--- src/rtl/mem_ctrl_if.sv ---
// Bundle of the client-side request/response signals and the byte-wide RAM port.
// The controller uses the slave view; the surrounding clients and RAM use the master view.
interface mem_ctrl_if #(
  parameter int unsigned ADDR_W = 32
);

  // Instruction fetch client
  logic              IF_sgn_in;
  logic [ADDR_W-1:0] IF_addr;
  logic              IF_sgn_out;
  logic [31:0]       IF_val_out;

  // Data cache client
  logic              DC_sgn_in;
  logic [ADDR_W-1:0] DC_addr;
  logic [31:0]       DC_val_in;
  logic [5:0]        DC_opcode;
  logic              DC_sgn_out;
  logic [31:0]       DC_val_out;

  // RAM byte port and IO back-pressure
  logic [7:0]        mem_din;
  logic [7:0]        mem_dout;
  logic [ADDR_W-1:0] mem_a;
  logic              mem_wr;
  logic              io_buffer_full;

  modport slave (
    input  IF_sgn_in, IF_addr,
    output IF_sgn_out, IF_val_out,
    input  DC_sgn_in, DC_addr, DC_val_in, DC_opcode,
    output DC_sgn_out, DC_val_out,
    input  mem_din, io_buffer_full,
    output mem_dout, mem_a, mem_wr
  );

  modport master (
    output IF_sgn_in, IF_addr,
    input  IF_sgn_out, IF_val_out,
    output DC_sgn_in, DC_addr, DC_val_in, DC_opcode,
    input  DC_sgn_out, DC_val_out,
    output mem_din, io_buffer_full,
    input  mem_dout, mem_a, mem_wr
  );

endinterface

--- src/rtl/mem_ctrl.sv ---
// Byte-serial memory controller: arbitrates fetch and data-cache requests, splits each
// access into 1/2/4 sequential RAM byte transfers, assembles and extends load data.
module mem_ctrl #(
  parameter int unsigned ADDR_W      = 32,
  parameter int unsigned IO_ADDR_BIT = 17,
  // Data-cache opcode encodings, overridable to match the shared defines
  parameter logic [5:0]  OpLb        = 6'd1,
  parameter logic [5:0]  OpLh        = 6'd2,
  parameter logic [5:0]  OpLw        = 6'd3,
  parameter logic [5:0]  OpLbu       = 6'd4,
  parameter logic [5:0]  OpLhu       = 6'd5,
  parameter logic [5:0]  OpSb        = 6'd6,
  parameter logic [5:0]  OpSh        = 6'd7,
  parameter logic [5:0]  OpSw        = 6'd8
) (
  input  logic      clk,
  input  logic      rst,
  input  logic      rdy,
  input  logic      clr,
  mem_ctrl_if.slave bus
);

  localparam logic [1:0] StIdle = 2'd0;
  localparam logic [1:0] StBusy = 2'd1;
  localparam logic [1:0] StCool = 2'd2;

  localparam logic SrcIf = 1'b0;
  localparam logic SrcDc = 1'b1;

  // Number of bytes moved by a data-cache opcode; unknown opcodes behave as a word.
  function automatic logic [2:0] op_bytes(input logic [5:0] op);
    logic [2:0] n;
    case (op)
      OpLb, OpLbu, OpSb: n = 3'd1;
      OpLh, OpLhu, OpSh: n = 3'd2;
      default:           n = 3'd4;
    endcase
    return n;
  endfunction

  function automatic logic op_is_store(input logic [5:0] op);
    return (op == OpSb) || (op == OpSh) || (op == OpSw);
  endfunction

  // Sign/zero extension of an assembled little-endian load.
  function automatic logic [31:0] extend(input logic [5:0] op, input logic [31:0] raw);
    logic [31:0] v;
    case (op)
      OpLb:    v = {{24{raw[7]}}, raw[7:0]};
      OpLh:    v = {{16{raw[15]}}, raw[15:0]};
      OpLbu:   v = {24'h0, raw[7:0]};
      OpLhu:   v = {16'h0, raw[15:0]};
      default: v = raw;
    endcase
    return v;
  endfunction

  // Transaction state
  logic [1:0]        state_q, state_d;
  logic              src_q, src_d;
  logic [5:0]        op_q, op_d;
  logic [ADDR_W-1:0] addr_q, addr_d;
  logic [31:0]       data_q, data_d;
  logic [2:0]        cnt_q, cnt_d;
  logic [2:0]        nbytes_q, nbytes_d;
  logic [31:0]       asm_q, asm_d;

  // Registered outputs
  logic [ADDR_W-1:0] mem_a_q, mem_a_d;
  logic [7:0]        mem_dout_q, mem_dout_d;
  logic              mem_wr_q, mem_wr_d;
  logic              if_sgn_q, if_sgn_d;
  logic [31:0]       if_val_q, if_val_d;
  logic              dc_sgn_q, dc_sgn_d;
  logic [31:0]       dc_val_q, dc_val_d;

  // Decode helpers
  logic              dc_is_store;
  logic              dc_is_io;
  logic              dc_ok;
  logic              cur_store;
  logic              last_byte;
  logic [1:0]        rd_idx;
  logic [31:0]       asm_nxt;
  logic [7:0]        store_byte;
  logic [ADDR_W-1:0] next_addr;

  // Request qualification and per-byte datapath helpers.
  always_comb begin
    dc_is_store = op_is_store(bus.DC_opcode);
    dc_is_io    = (bus.DC_addr[IO_ADDR_BIT -: 2] == 2'b11);
    // IO stores wait for room in the IO buffer; everything else goes straight through.
    dc_ok       = bus.DC_sgn_in && !(dc_is_store && dc_is_io && bus.io_buffer_full);
    cur_store   = (src_q == SrcDc) && op_is_store(op_q);
    last_byte   = (cnt_q == nbytes_q);
    rd_idx      = 2'(cnt_q - 3'd1);
    asm_nxt     = asm_q;
    asm_nxt[{rd_idx, 3'b000} +: 8] = bus.mem_din;
    store_byte  = data_q[{cnt_q[1:0], 3'b000} +: 8];
    next_addr   = addr_q + ADDR_W'(cnt_q);
  end

  // Next-state logic for the arbiter and byte sequencer.
  always_comb begin
    state_d    = state_q;
    src_d      = src_q;
    op_d       = op_q;
    addr_d     = addr_q;
    data_d     = data_q;
    cnt_d      = cnt_q;
    nbytes_d   = nbytes_q;
    asm_d      = asm_q;
    mem_a_d    = mem_a_q;
    mem_dout_d = mem_dout_q;
    mem_wr_d   = mem_wr_q;
    if_val_d   = if_val_q;
    dc_val_d   = dc_val_q;
    // Done strobes are single-cycle: they only rise on the final byte edge.
    if_sgn_d   = 1'b0;
    dc_sgn_d   = 1'b0;

    case (state_q)
      StIdle: begin
        if (!clr && dc_ok) begin
          state_d    = StBusy;
          src_d      = SrcDc;
          op_d       = bus.DC_opcode;
          addr_d     = bus.DC_addr;
          data_d     = bus.DC_val_in;
          nbytes_d   = op_bytes(bus.DC_opcode);
          cnt_d      = 3'd1;
          asm_d      = 32'h0;
          mem_a_d    = bus.DC_addr;
          mem_wr_d   = dc_is_store;
          mem_dout_d = bus.DC_val_in[7:0];
        end else if (!clr && bus.IF_sgn_in) begin
          state_d    = StBusy;
          src_d      = SrcIf;
          op_d       = OpLw;
          addr_d     = bus.IF_addr;
          data_d     = 32'h0;
          nbytes_d   = 3'd4;
          cnt_d      = 3'd1;
          asm_d      = 32'h0;
          mem_a_d    = bus.IF_addr;
          mem_wr_d   = 1'b0;
          mem_dout_d = 8'h0;
        end
      end

      StBusy: begin
        if (cur_store) begin
          // Stores are never flushed: a half-written location would be worse than the
          // wasted cycles.
          if (last_byte) begin
            state_d  = StCool;
            mem_wr_d = 1'b0;
            mem_a_d  = '0;
            dc_sgn_d = 1'b1;
            dc_val_d = 32'h0;
          end else begin
            mem_a_d    = next_addr;
            mem_dout_d = store_byte;
            mem_wr_d   = 1'b1;
            cnt_d      = cnt_q + 3'd1;
          end
        end else if (clr) begin
          // Flushed read: drop it without a done strobe.
          state_d  = StIdle;
          mem_wr_d = 1'b0;
          mem_a_d  = '0;
        end else begin
          asm_d = asm_nxt;
          if (last_byte) begin
            state_d  = StCool;
            mem_wr_d = 1'b0;
            mem_a_d  = '0;
            if (src_q == SrcIf) begin
              if_val_d = asm_nxt;
              if_sgn_d = 1'b1;
            end else begin
              dc_val_d = extend(op_q, asm_nxt);
              dc_sgn_d = 1'b1;
            end
          end else begin
            mem_a_d = next_addr;
            cnt_d   = cnt_q + 3'd1;
          end
        end
      end

      StCool: begin
        // One quiet cycle so the served requester can drop its level request.
        state_d = StIdle;
      end

      default: begin
        state_d  = StIdle;
        mem_wr_d = 1'b0;
        mem_a_d  = '0;
      end
    endcase
  end

  // State registers: synchronous reset first, then hold everything while rdy is low.
  always_ff @(posedge clk) begin
    if (rst) begin
      state_q    <= StIdle;
      src_q      <= SrcIf;
      op_q       <= 6'h0;
      addr_q     <= '0;
      data_q     <= 32'h0;
      cnt_q      <= 3'd0;
      nbytes_q   <= 3'd0;
      asm_q      <= 32'h0;
      mem_a_q    <= '0;
      mem_dout_q <= 8'h0;
      mem_wr_q   <= 1'b0;
      if_sgn_q   <= 1'b0;
      if_val_q   <= 32'h0;
      dc_sgn_q   <= 1'b0;
      dc_val_q   <= 32'h0;
    end else if (rdy) begin
      state_q    <= state_d;
      src_q      <= src_d;
      op_q       <= op_d;
      addr_q     <= addr_d;
      data_q     <= data_d;
      cnt_q      <= cnt_d;
      nbytes_q   <= nbytes_d;
      asm_q      <= asm_d;
      mem_a_q    <= mem_a_d;
      mem_dout_q <= mem_dout_d;
      mem_wr_q   <= mem_wr_d;
      if_sgn_q   <= if_sgn_d;
      if_val_q   <= if_val_d;
      dc_sgn_q   <= dc_sgn_d;
      dc_val_q   <= dc_val_d;
    end
  end

  assign bus.mem_a      = mem_a_q;
  assign bus.mem_dout   = mem_dout_q;
  assign bus.mem_wr     = mem_wr_q;
  assign bus.IF_sgn_out = if_sgn_q;
  assign bus.IF_val_out = if_val_q;
  assign bus.DC_sgn_out = dc_sgn_q;
  assign bus.DC_val_out = dc_val_q;

endmodule
--- src/flat_wrapper.sv ---
// flat-port wrapper written by rule: the top's interface ports become plain ports
module mem_ctrl_flat 
#(
  parameter int unsigned ADDR_W      = 32,
  parameter int unsigned IO_ADDR_BIT = 17,
                                                                         
  parameter logic [5:0]  OpLb        = 6'd1,
  parameter logic [5:0]  OpLh        = 6'd2,
  parameter logic [5:0]  OpLw        = 6'd3,
  parameter logic [5:0]  OpLbu       = 6'd4,
  parameter logic [5:0]  OpLhu       = 6'd5,
  parameter logic [5:0]  OpSb        = 6'd6,
  parameter logic [5:0]  OpSh        = 6'd7,
  parameter logic [5:0]  OpSw        = 6'd8
)
  (clk, rst, rdy, clr, bus_IF_sgn_in, bus_IF_addr, bus_IF_sgn_out, bus_IF_val_out, bus_DC_sgn_in, bus_DC_addr, bus_DC_val_in, bus_DC_opcode, bus_DC_sgn_out, bus_DC_val_out, bus_mem_din, bus_io_buffer_full, bus_mem_dout, bus_mem_a, bus_mem_wr);
  mem_ctrl_if #(.ADDR_W(ADDR_W)) bus_i ();
  input  logic clk;
  input  logic rst;
  input  logic rdy;
  input  logic clr;
  input wire logic [$bits(bus_i.IF_sgn_in)-1:0] bus_IF_sgn_in;
  input wire logic [$bits(bus_i.IF_addr)-1:0] bus_IF_addr;
  output wire logic [$bits(bus_i.IF_sgn_out)-1:0] bus_IF_sgn_out;
  output wire logic [$bits(bus_i.IF_val_out)-1:0] bus_IF_val_out;
  input wire logic [$bits(bus_i.DC_sgn_in)-1:0] bus_DC_sgn_in;
  input wire logic [$bits(bus_i.DC_addr)-1:0] bus_DC_addr;
  input wire logic [$bits(bus_i.DC_val_in)-1:0] bus_DC_val_in;
  input wire logic [$bits(bus_i.DC_opcode)-1:0] bus_DC_opcode;
  output wire logic [$bits(bus_i.DC_sgn_out)-1:0] bus_DC_sgn_out;
  output wire logic [$bits(bus_i.DC_val_out)-1:0] bus_DC_val_out;
  input wire logic [$bits(bus_i.mem_din)-1:0] bus_mem_din;
  input wire logic [$bits(bus_i.io_buffer_full)-1:0] bus_io_buffer_full;
  output wire logic [$bits(bus_i.mem_dout)-1:0] bus_mem_dout;
  output wire logic [$bits(bus_i.mem_a)-1:0] bus_mem_a;
  output wire logic [$bits(bus_i.mem_wr)-1:0] bus_mem_wr;
  assign bus_i.IF_sgn_in = bus_IF_sgn_in;
  assign bus_i.IF_addr = bus_IF_addr;
  assign bus_IF_sgn_out = bus_i.IF_sgn_out;
  assign bus_IF_val_out = bus_i.IF_val_out;
  assign bus_i.DC_sgn_in = bus_DC_sgn_in;
  assign bus_i.DC_addr = bus_DC_addr;
  assign bus_i.DC_val_in = bus_DC_val_in;
  assign bus_i.DC_opcode = bus_DC_opcode;
  assign bus_DC_sgn_out = bus_i.DC_sgn_out;
  assign bus_DC_val_out = bus_i.DC_val_out;
  assign bus_i.mem_din = bus_mem_din;
  assign bus_i.io_buffer_full = bus_io_buffer_full;
  assign bus_mem_dout = bus_i.mem_dout;
  assign bus_mem_a = bus_i.mem_a;
  assign bus_mem_wr = bus_i.mem_wr;
  mem_ctrl #(.ADDR_W(ADDR_W), .IO_ADDR_BIT(IO_ADDR_BIT), .OpLb(OpLb), .OpLh(OpLh), .OpLw(OpLw), .OpLbu(OpLbu), .OpLhu(OpLhu), .OpSb(OpSb), .OpSh(OpSh), .OpSw(OpSw)) u_core (.clk(clk), .rst(rst), .rdy(rdy), .clr(clr), .bus(bus_i));
endmodule
--- config.mk ---
export PLATFORM = sky130hd
export DESIGN_NAME = mem_ctrl_flat
export DESIGN_NICKNAME = d
export VERILOG_FILES = /design/src/rtl/mem_ctrl_if.sv /design/src/rtl/mem_ctrl.sv /design/src/flat_wrapper.sv
export SDC_FILE = /design/constraint.sdc
export NUM_CORES = 1
export LEC_CHECK = 0
export ABC_AREA = 1
export CAP_MARGIN = 0
export CORE_UTILIZATION = 46
export DETAILED_ROUTE_END_ITERATION = 10
export PLACE_DENSITY = 0.75
export SYNTH_ARGS = -nofsm -noshare
export SYNTH_HDL_FRONTEND = slang
export SYNTH_SLANG_ARGS = --single-unit
export TNS_END_PERCENT = 10
--- constraint.sdc ---
create_clock -name clk -period 2.2 [get_ports clk]
set_input_delay 0.66 -clock clk [delete_from_list [all_inputs] [get_ports clk]]
set_output_delay 0.66 -clock clk [all_outputs]
set_load 0.02 [all_outputs]
* Yosys cells after proc, flatten, opt, wreduce, memory -nomap -nowiden
Cells that the tools add are included.
** Operators by class
- Add/subtract/negate cells :: 4
- Multiply operators :: 0
- Divide/modulo/power cells :: 0
- Magnitude comparators :: 0
- Equal/unequal tests :: 26
- Shift operators :: 3
- Muxes and demuxes :: 60
- Bitwise gates (word level) :: 4
- Reductions and logical operators :: 27
** Operators with widths (number)
- 32-bit 2-to-1 mux :: 15
- 32-bit one-hot mux with 4 select lines :: 1
- 32-bit one-hot mux with 3 select lines :: 1
- 32-bit one-hot mux with 2 select lines :: 1
- 6-bit by 3-bit equality test with 1-bit output (second input constant) :: 8
- 32-bit by 3-bit adder with 32-bit output :: 1
- 32-bit bitwise mux :: 1
- 8-bit 2-to-1 mux :: 4
- 8-bit by 7-bit variable shift with 32-bit output (first input constant) :: 1
- 32-bit by 6-bit variable part select with 8-bit output :: 1
- 8-bit by 7-bit variable part select with 32-bit output :: 1
- 3-bit 2-to-1 mux :: 7
- 1-bit 2-to-1 mux :: 18
- 8-bit one-hot mux with 2 select lines :: 1
- 5-bit AND reduction :: 3
- 6-bit by 1-bit equality test with 1-bit output (second input constant) :: 2
- 6-bit by 2-bit equality test with 1-bit output (second input constant) :: 2
- 6-bit by 4-bit equality test with 1-bit output (second input constant) :: 2
- 6-bit 2-to-1 mux :: 2
- 3-bit one-hot mux with 2 select lines :: 2
- 2-bit 2-to-1 mux :: 5
- 4-bit AND reduction :: 2
- 5-bit negation with 7-bit output :: 1
- 1-bit logical AND :: 6
- 21 further kinds :: 36
** Word-level totals
- Flip-flop bits (word level) :: 218
- Bits in latches :: 0
- RAM bits :: 0
- ROM bits :: 0
- Input bits :: 117
- Output and inout port bits :: 107
- Word-level logic and storage cells :: 139
- Memories kept :: 0

* Longest topological paths before layout
- Word-level depth :: 10
- Mapped depth :: 14
- Depth with buffers taken out :: 14

* Least setup slack after synthesis
No wires, ideal clock.
- Path kind :: register to register
- Start point :: reg u_core.cnt_q[0]
- End point :: reg u_core.dc_val_q[23] (netlist: u_core.bus.DC_val_out[23])
- Setup time :: 0.070 ns
- Arrival :: 2.260 ns
- Data required time :: 2.130 ns
- Path slack :: -0.130 ns
- Cell stages (with the launch flop) :: 12
- Buffers on the path :: 3
- Period minus slack after synthesis :: 2.330 ns
- Cell sequence :: dfxtp_1 -> buf_2 -> inv_1 -> clkbuf_1 -> ha_1 -> nand2_2 -> o22ai_1 -> nand2_1 -> nand3_2 -> buf_4 -> o211ai_1 -> a21oi_1
** On the way
- Longest elaborated chain between the ends :: 9
- Elaborated cells on any way between the ends :: 12
- Classes of those cells :: 2 x add/sub; 1 x eq/ne; 2 x shift; 6 x mux; 1 x reduce/logical
** RTL lines
- start: declaration :: RTL line mem_ctrl.sv:64 : logic [2:0] cnt_q, cnt_d;
- start signal: assignment :: RTL line mem_ctrl.sv:229 : cnt_q <= cnt_d;
- 2-bit by 1-bit subtractor with 2-bit output :: RTL line mem_ctrl.sv:96 : rd_idx = 2'(cnt_q - 3'd1);
- 5-bit negation with 7-bit output :: RTL line mem_ctrl.sv:98 : asm_nxt[{rd_idx, 3'b000} +: 8] = bus.mem_din;
- 8-bit by 7-bit variable part select with 32-bit output / 8-bit by 7-bit variable shift with 32-bit output (equally long branches) :: RTL line mem_ctrl.sv:98
- 32-bit bitwise mux :: RTL line mem_ctrl.sv:98
- 32-bit one-hot mux with 4 select lines :: RTL line mem_ctrl.sv:48 : case (op)
- 32-bit 2-to-1 mux :: RTL line mem_ctrl.sv:178 : if (src_q == SrcIf) begin
- 32-bit 2-to-1 mux :: RTL line mem_ctrl.sv:174 : if (last_byte) begin
- 32-bit 2-to-1 mux :: RTL line mem_ctrl.sv:167 : end else if (clr) begin
- 32-bit 2-to-1 mux :: RTL line mem_ctrl.sv:152 : if (cur_store) begin
- end signal: assignment :: RTL line mem_ctrl.sv:238 : dc_val_q <= dc_val_d;
- end: declaration :: RTL line mem_ctrl.sv:75 : logic [31:0] dc_val_q, dc_val_d;
Several ways; a longest one is shown, not always the timed one. The select of a mux whose other input is x is not followed.
A chain may end at the register's enable or synchronous reset.

* Worst setup path in the final report
- Start point :: reg u_core.cnt_q[0]
- End point :: reg u_core.mem_a_q[16] (netlist: u_core.bus.mem_a[16])
** On the way
- Longest elaborated chain between the ends :: 5
- Elaborated cells on any way between the ends :: 6
- Classes of those cells :: 1 x add/sub; 1 x eq/ne; 4 x mux
** RTL lines
- 32-bit by 3-bit adder with 32-bit output / 3-bit equality test (equally long branches) :: RTL line mem_ctrl.sv:100, mem_ctrl.sv:95
- 32-bit 2-to-1 mux * :: RTL line mem_ctrl.sv:155, mem_ctrl.sv:174
- 32-bit 2-to-1 mux :: RTL line mem_ctrl.sv:167
- 32-bit 2-to-1 mux * :: RTL line mem_ctrl.sv:152
- 32-bit one-hot mux with 3 select lines * :: RTL line mem_ctrl.sv:122 : case (state_q)
- end signal: assignment :: RTL line mem_ctrl.sv:232 : mem_a_q <= mem_a_d;
- end: declaration :: RTL line mem_ctrl.sv:69 : logic [ADDR_W-1:0] mem_a_q, mem_a_d;
Mark *: on every way between the ends. The rest lies on a longest branch, timed or not.

==> metrics.txt <==
# TYPE chip_impl_metric gauge
chip_impl_info{name="status",value="complete, no violations"} 1
chip_impl_metric{name="drt_pre_antenna_iters",unit=""} 5
chip_impl_metric{name="viasPerCell",unit=""} 5.32
chip_impl_info{name="critical-path-top-cell-by-count",value="sky130_fd_sc_hd__nor2_1"} 1
chip_impl_metric{name="critical_path.n_buffers_inverters",unit=""} 4
chip_impl_metric{name="core.rowCount",unit=""} 56
chip_impl_metric{name="skew",unit="ns"} 0.00703
chip_impl_metric{name="synth-seq-area-share",unit="%"} 39.1
chip_impl_metric{name="dr.first_iter.drc_count",unit=""} 1046
chip_impl_info{name="critical_path_sink_type",value="register"} 1
chip_impl_info{name="hp-class",value="reg2reg"} 1
chip_impl_metric{name="final_util",unit="%"} 66.1
chip_impl_metric{name="place_congestion",unit=""} 0.942
chip_impl_metric{name="final_max_slew_viol_count",unit=""} 0
chip_impl_metric{name="cts-htree-levels",unit=""} 1
chip_impl_info{name="rsz0062_at_grt",value="true"} 1
chip_impl_metric{name="period_minus_ws_final",unit="ns"} 2.20
chip_impl_metric{name="syn-num-nets",unit=""} 1838
chip_impl_metric{name="timing.slew.headroom",unit="%"} 48.2
chip_impl_metric{name="max-clock-path-buffers",unit=""} 3
chip_impl_metric{name="overflow",unit=""} 0
chip_impl_metric{name="drc",unit=""} 0
chip_impl_metric{name="grt_first_pass_wirelength",unit="microns"} 56000
chip_impl_info{name="crit_chain",value="ha_4 > inv_2 > fa_2 > inv_2 > nand2_2 > nand2_2 > buf_6 > nand2_4 > nor2_1 > buf_4 > nand2_4 > xor2_2 > nand2_1 > nand2_1 > nor2_1 > nor2_1"} 1
chip_impl_info{name="synth_top_cells_by_count",value="474 x sky130_fd_sc_hd__nand2_1, 218 x sky130_fd_sc_hd__dfxtp_1, 204 x sky130_fd_sc_hd__a21oi_1"} 1
chip_impl_metric{name="antenna_found_initial",unit=""} 0
chip_impl_metric{name="power.density",unit="mW/mm^2"} 649
chip_impl_metric{name="num_io_pins",unit=""} 224
chip_impl_metric{name="post_synth_inst_count",unit=""} 1713
chip_impl_metric{name="timing_worst_slew_pin_value",unit="ns"} 0.774
chip_impl_info{name="ys.flop_type",value="sky130_fd_sc_hd__dfxtp_1"} 1
chip_impl_metric{name="floorplan.initialDensity",unit="%"} 47.3
chip_impl_info{name="crit_type",value="reg2reg"} 1
chip_impl_metric{name="final.setup.tns",unit="ns"} 0
chip_impl_metric{name="timing.critical_path.slowest_cell_delay",unit="ns"} 0.38
chip_impl_metric{name="die_width",unit="microns"} 158
chip_impl_metric{name="number_of_nets_in_the_layout",unit=""} 2102
chip_impl_metric{name="die_area",unit="sq mm"} 0.0249
chip_impl_metric{name="post_synth.cell_area_avg",unit="sq um"} 6.52
chip_impl_metric{name="ys.warnings.count",unit=""} 0
chip_impl_metric{name="cts_hold_buf",unit=""} 0
chip_impl_info{name="top_count_cell_post_synth",value="sky130_fd_sc_hd__nand2_1"} 1
chip_impl_metric{name="netlist.area_leader.share",unit="%"} 39.1
chip_impl_metric{name="grt_pass1_vias",unit=""} 11200
chip_impl_metric{name="final-setup-viol-count",unit=""} 0
chip_impl_metric{name="numCtsBuffers",unit=""} 24
chip_impl_metric{name="core-area",unit="sq mm"} 0.0236
chip_impl_metric{name="synth_enable_flop_cells",unit=""} 0
chip_impl_metric{name="synth_cell_type_count",unit=""} 38
chip_impl_metric{name="mappedNetlistArea",unit="sq mm"} 0.0112
chip_impl_metric{name="final_worst_path_period_share",unit="%"} 99.9
chip_impl_info{name="tritoncts",value="yes"} 1
chip_impl_metric{name="hold_viol_final",unit=""} 0
chip_impl_metric{name="pin_count_of_the_biggest_net_entering_global_routing",unit=""} 57
chip_impl_metric{name="dr_total_vias",unit=""} 12300
chip_impl_metric{name="clk_latency",unit="ns"} 0.52
chip_impl_info{name="critical_path.slowest_cell",value="sky130_fd_sc_hd__dfxtp_4"} 1
chip_impl_metric{name="maxCapViolCount",unit=""} 0
chip_impl_metric{name="cp.required",unit="ns"} 2.61
chip_impl_metric{name="fmax",unit="GHz"} 0.455
chip_impl_info{name="timing.critical_path.from_type",value="register"} 1
chip_impl_metric{name="areaGrowthSynthToFinish",unit="%"} 39.7
chip_impl_info{name="path_delay_family",value="simple AND/OR/NAND/NOR gates"} 1
chip_impl_metric{name="route.detailed.wl_per_inst",unit="microns"} 15.7
chip_impl_metric{name="synth.ff_latch_count",unit=""} 218
chip_impl_metric{name="postRouteWirelength",unit="microns"} 36200
chip_impl_info{name="cts_root_buffer",value="sky130_fd_sc_hd__clkbuf_16"} 1
chip_impl_metric{name="post_route_cells_drive_above_1_share",unit="%"} 10.9
chip_impl_metric{name="dpl.hpwl",unit="microns"} 24900
chip_impl_metric{name="numPortBuffers",unit=""} 223
chip_impl_metric{name="post_route_antenna_net_violation_count",unit=""} 0
chip_impl_metric{name="number_of_sinks_on_the_clock_net",unit=""} 218
chip_impl_metric{name="grt_util_all_layers",unit="%"} 28.0
chip_impl_metric{name="synth_async_sr_flop_share",unit="%"} 0
chip_impl_metric{name="timing.critical_path.fanout_max",unit=""} 7
chip_impl_metric{name="fp.dieH",unit="microns"} 158
chip_impl_metric{name="worst-endpoint-arrival",unit="ns"} 2.60
chip_impl_info{name="netlist.top_cell.by_area",value="sky130_fd_sc_hd__dfxtp_1"} 1
chip_impl_metric{name="power_leakage",unit="nW"} 6.20
chip_impl_info{name="synth_area_leaders",value="sky130_fd_sc_hd__dfxtp_1 39%, sky130_fd_sc_hd__nand2_1 16%, sky130_fd_sc_hd__a21oi_1 9.1%, sky130_fd_sc_hd__inv_1 6.3%, sky130_fd_sc_hd__nor2_1 6.1%"} 1
chip_impl_metric{name="peakVddDrop",unit="mV"} 0.388
chip_impl_metric{name="clkTransAtPathRegs",unit="ns"} 0.06
## layout by cell type (no fill, tap or decap), drive strengths merged
cell / Yosys / final
inv: 187 / 186
dlygate4sd2: 0 / 1
o211ai: 18 / 18
o21ai: 80 / 80
fa: 1 / 1
a22oi: 8 / 8
xnor2: 3 / 3
clkbuf: 55 / 38
ha: 7 / 7
clkinvlp: 0 / 3
o21a: 7 / 7
o22ai: 33 / 33
a31oi: 1 / 1
nand4: 10 / 10
dlymetal6s2s: 0 / 7
dfxtp: 218 / 218
and2: 14 / 14
o221ai: 7 / 7
nand3b: 7 / 7
nor2: 189 / 189
nand2: 480 / 480
xor2: 9 / 9
diode: 0 / 1
nor3: 2 / 2
clkinv: 1 / 5
nand3: 125 / 125
buf: 47 / 114
a21oi: 204 / 204
bufinv: 0 / 2
clkdlybuf4s50: 0 / 214
## flip-flops by register name, summed over array words and instances, names as in the netlist, 2 cells and up
signal                 count
u_core.bus.DC_val_out     32
u_core.data_q             32
u_core.op_q                6
u_core.bus.IF_val_out     32
u_core.state_q             2
u_core.bus.mem_dout        8
u_core.asm_q              32
u_core.addr_q             32
u_core.cnt_q               3
u_core.bus.mem_a          32
u_core.nbytes_q            3
## metal layers
layer  wire, microns  global-route usage, %  vias up  part of all wire, %
li1                -                      -     6021                    -
met4             827                   7.72        0                  2.3
met1           15500                   37.0     5612                   43
met5               0                      0        -                    0
met3            3270                   4.90       66                  9.0
met2           16600                   46.7      595                   46
## kinds of logic (layout without fill, tap and decap cells)
kind of cell    Yosys count  count (layout)  share of synthesized area, %
fa+ha+maj                 8               8                         0.963
other cells               0               1                             0
flops                   218             218                          39.1
simple gates            827             827                          31.0
compound gates          358             358                          17.4
xor+xnor                 12              12                         0.941
buf+inv                 290             570                          10.6
## power breakdown
group	internal [mW]	switching, mW
Sequential	4.10	0.116
Clock	2.50	1.64
Combinational	0.768	1.00
Total	7.37	2.75
## final timing paths
check	start	end	cells after the start	slack, ns
max	u_core.cnt_q[0]	u_core.bus.mem_a[16]	16	0.003
max reg2reg	u_core.cnt_q[0]	u_core.bus.mem_a[16]	16	0.003
min	u_core.bus.IF_val_out[3]	u_core.bus.IF_val_out[3]	2	0.46
min reg2reg	u_core.bus.IF_val_out[3]	u_core.bus.IF_val_out[3]	2	0.46
## layout make-up
class	instances	area, sq um
fill	2069	8010
clock buffer	35	723
inverter	188	709
sequential	218	4370
timing repair buffer	339	3450
antenna	1	2.50
tap	319	399
clock inverter	7	91.3
multi-input combinational	1205	5840
timing repair inverter	1	7.51
## worst min-delay path: stages (launching register included)
cell and delay, ns:
sky130_fd_sc_hd__dfxtp_1 0.31, sky130_fd_sc_hd__nand2_1 0.06, sky130_fd_sc_hd__a21oi_1 0.05
## stage by stage
step	std cells	hold WS (ns)	area (sq um)	total power [mW]	setup WS, ns
detailed placement	2255	0.447	14400	5.94	-0.505
floorplan	1713	0.430	11200	5.17	0.0561
global placement	2255	0.441	14400	5.92	-0.459
global route	2312	0.475	15600	10.5	-0.0978
finish	2313	0.458	15600	10.1	0.00322
CTS	2299	0.458	15200	10.1	0.000333
## what timing repair did
item                                    in CTS  in global routing
resized for setup                           10                 57
cloned                                       0                  4
setup buffers                                2                  9
pin swaps                                    2                 16
endpoints found under the hold margin        0                  0
endpoints found under the setup margin      71                176
Note: power is estimated with default switching activity, not from simulation.
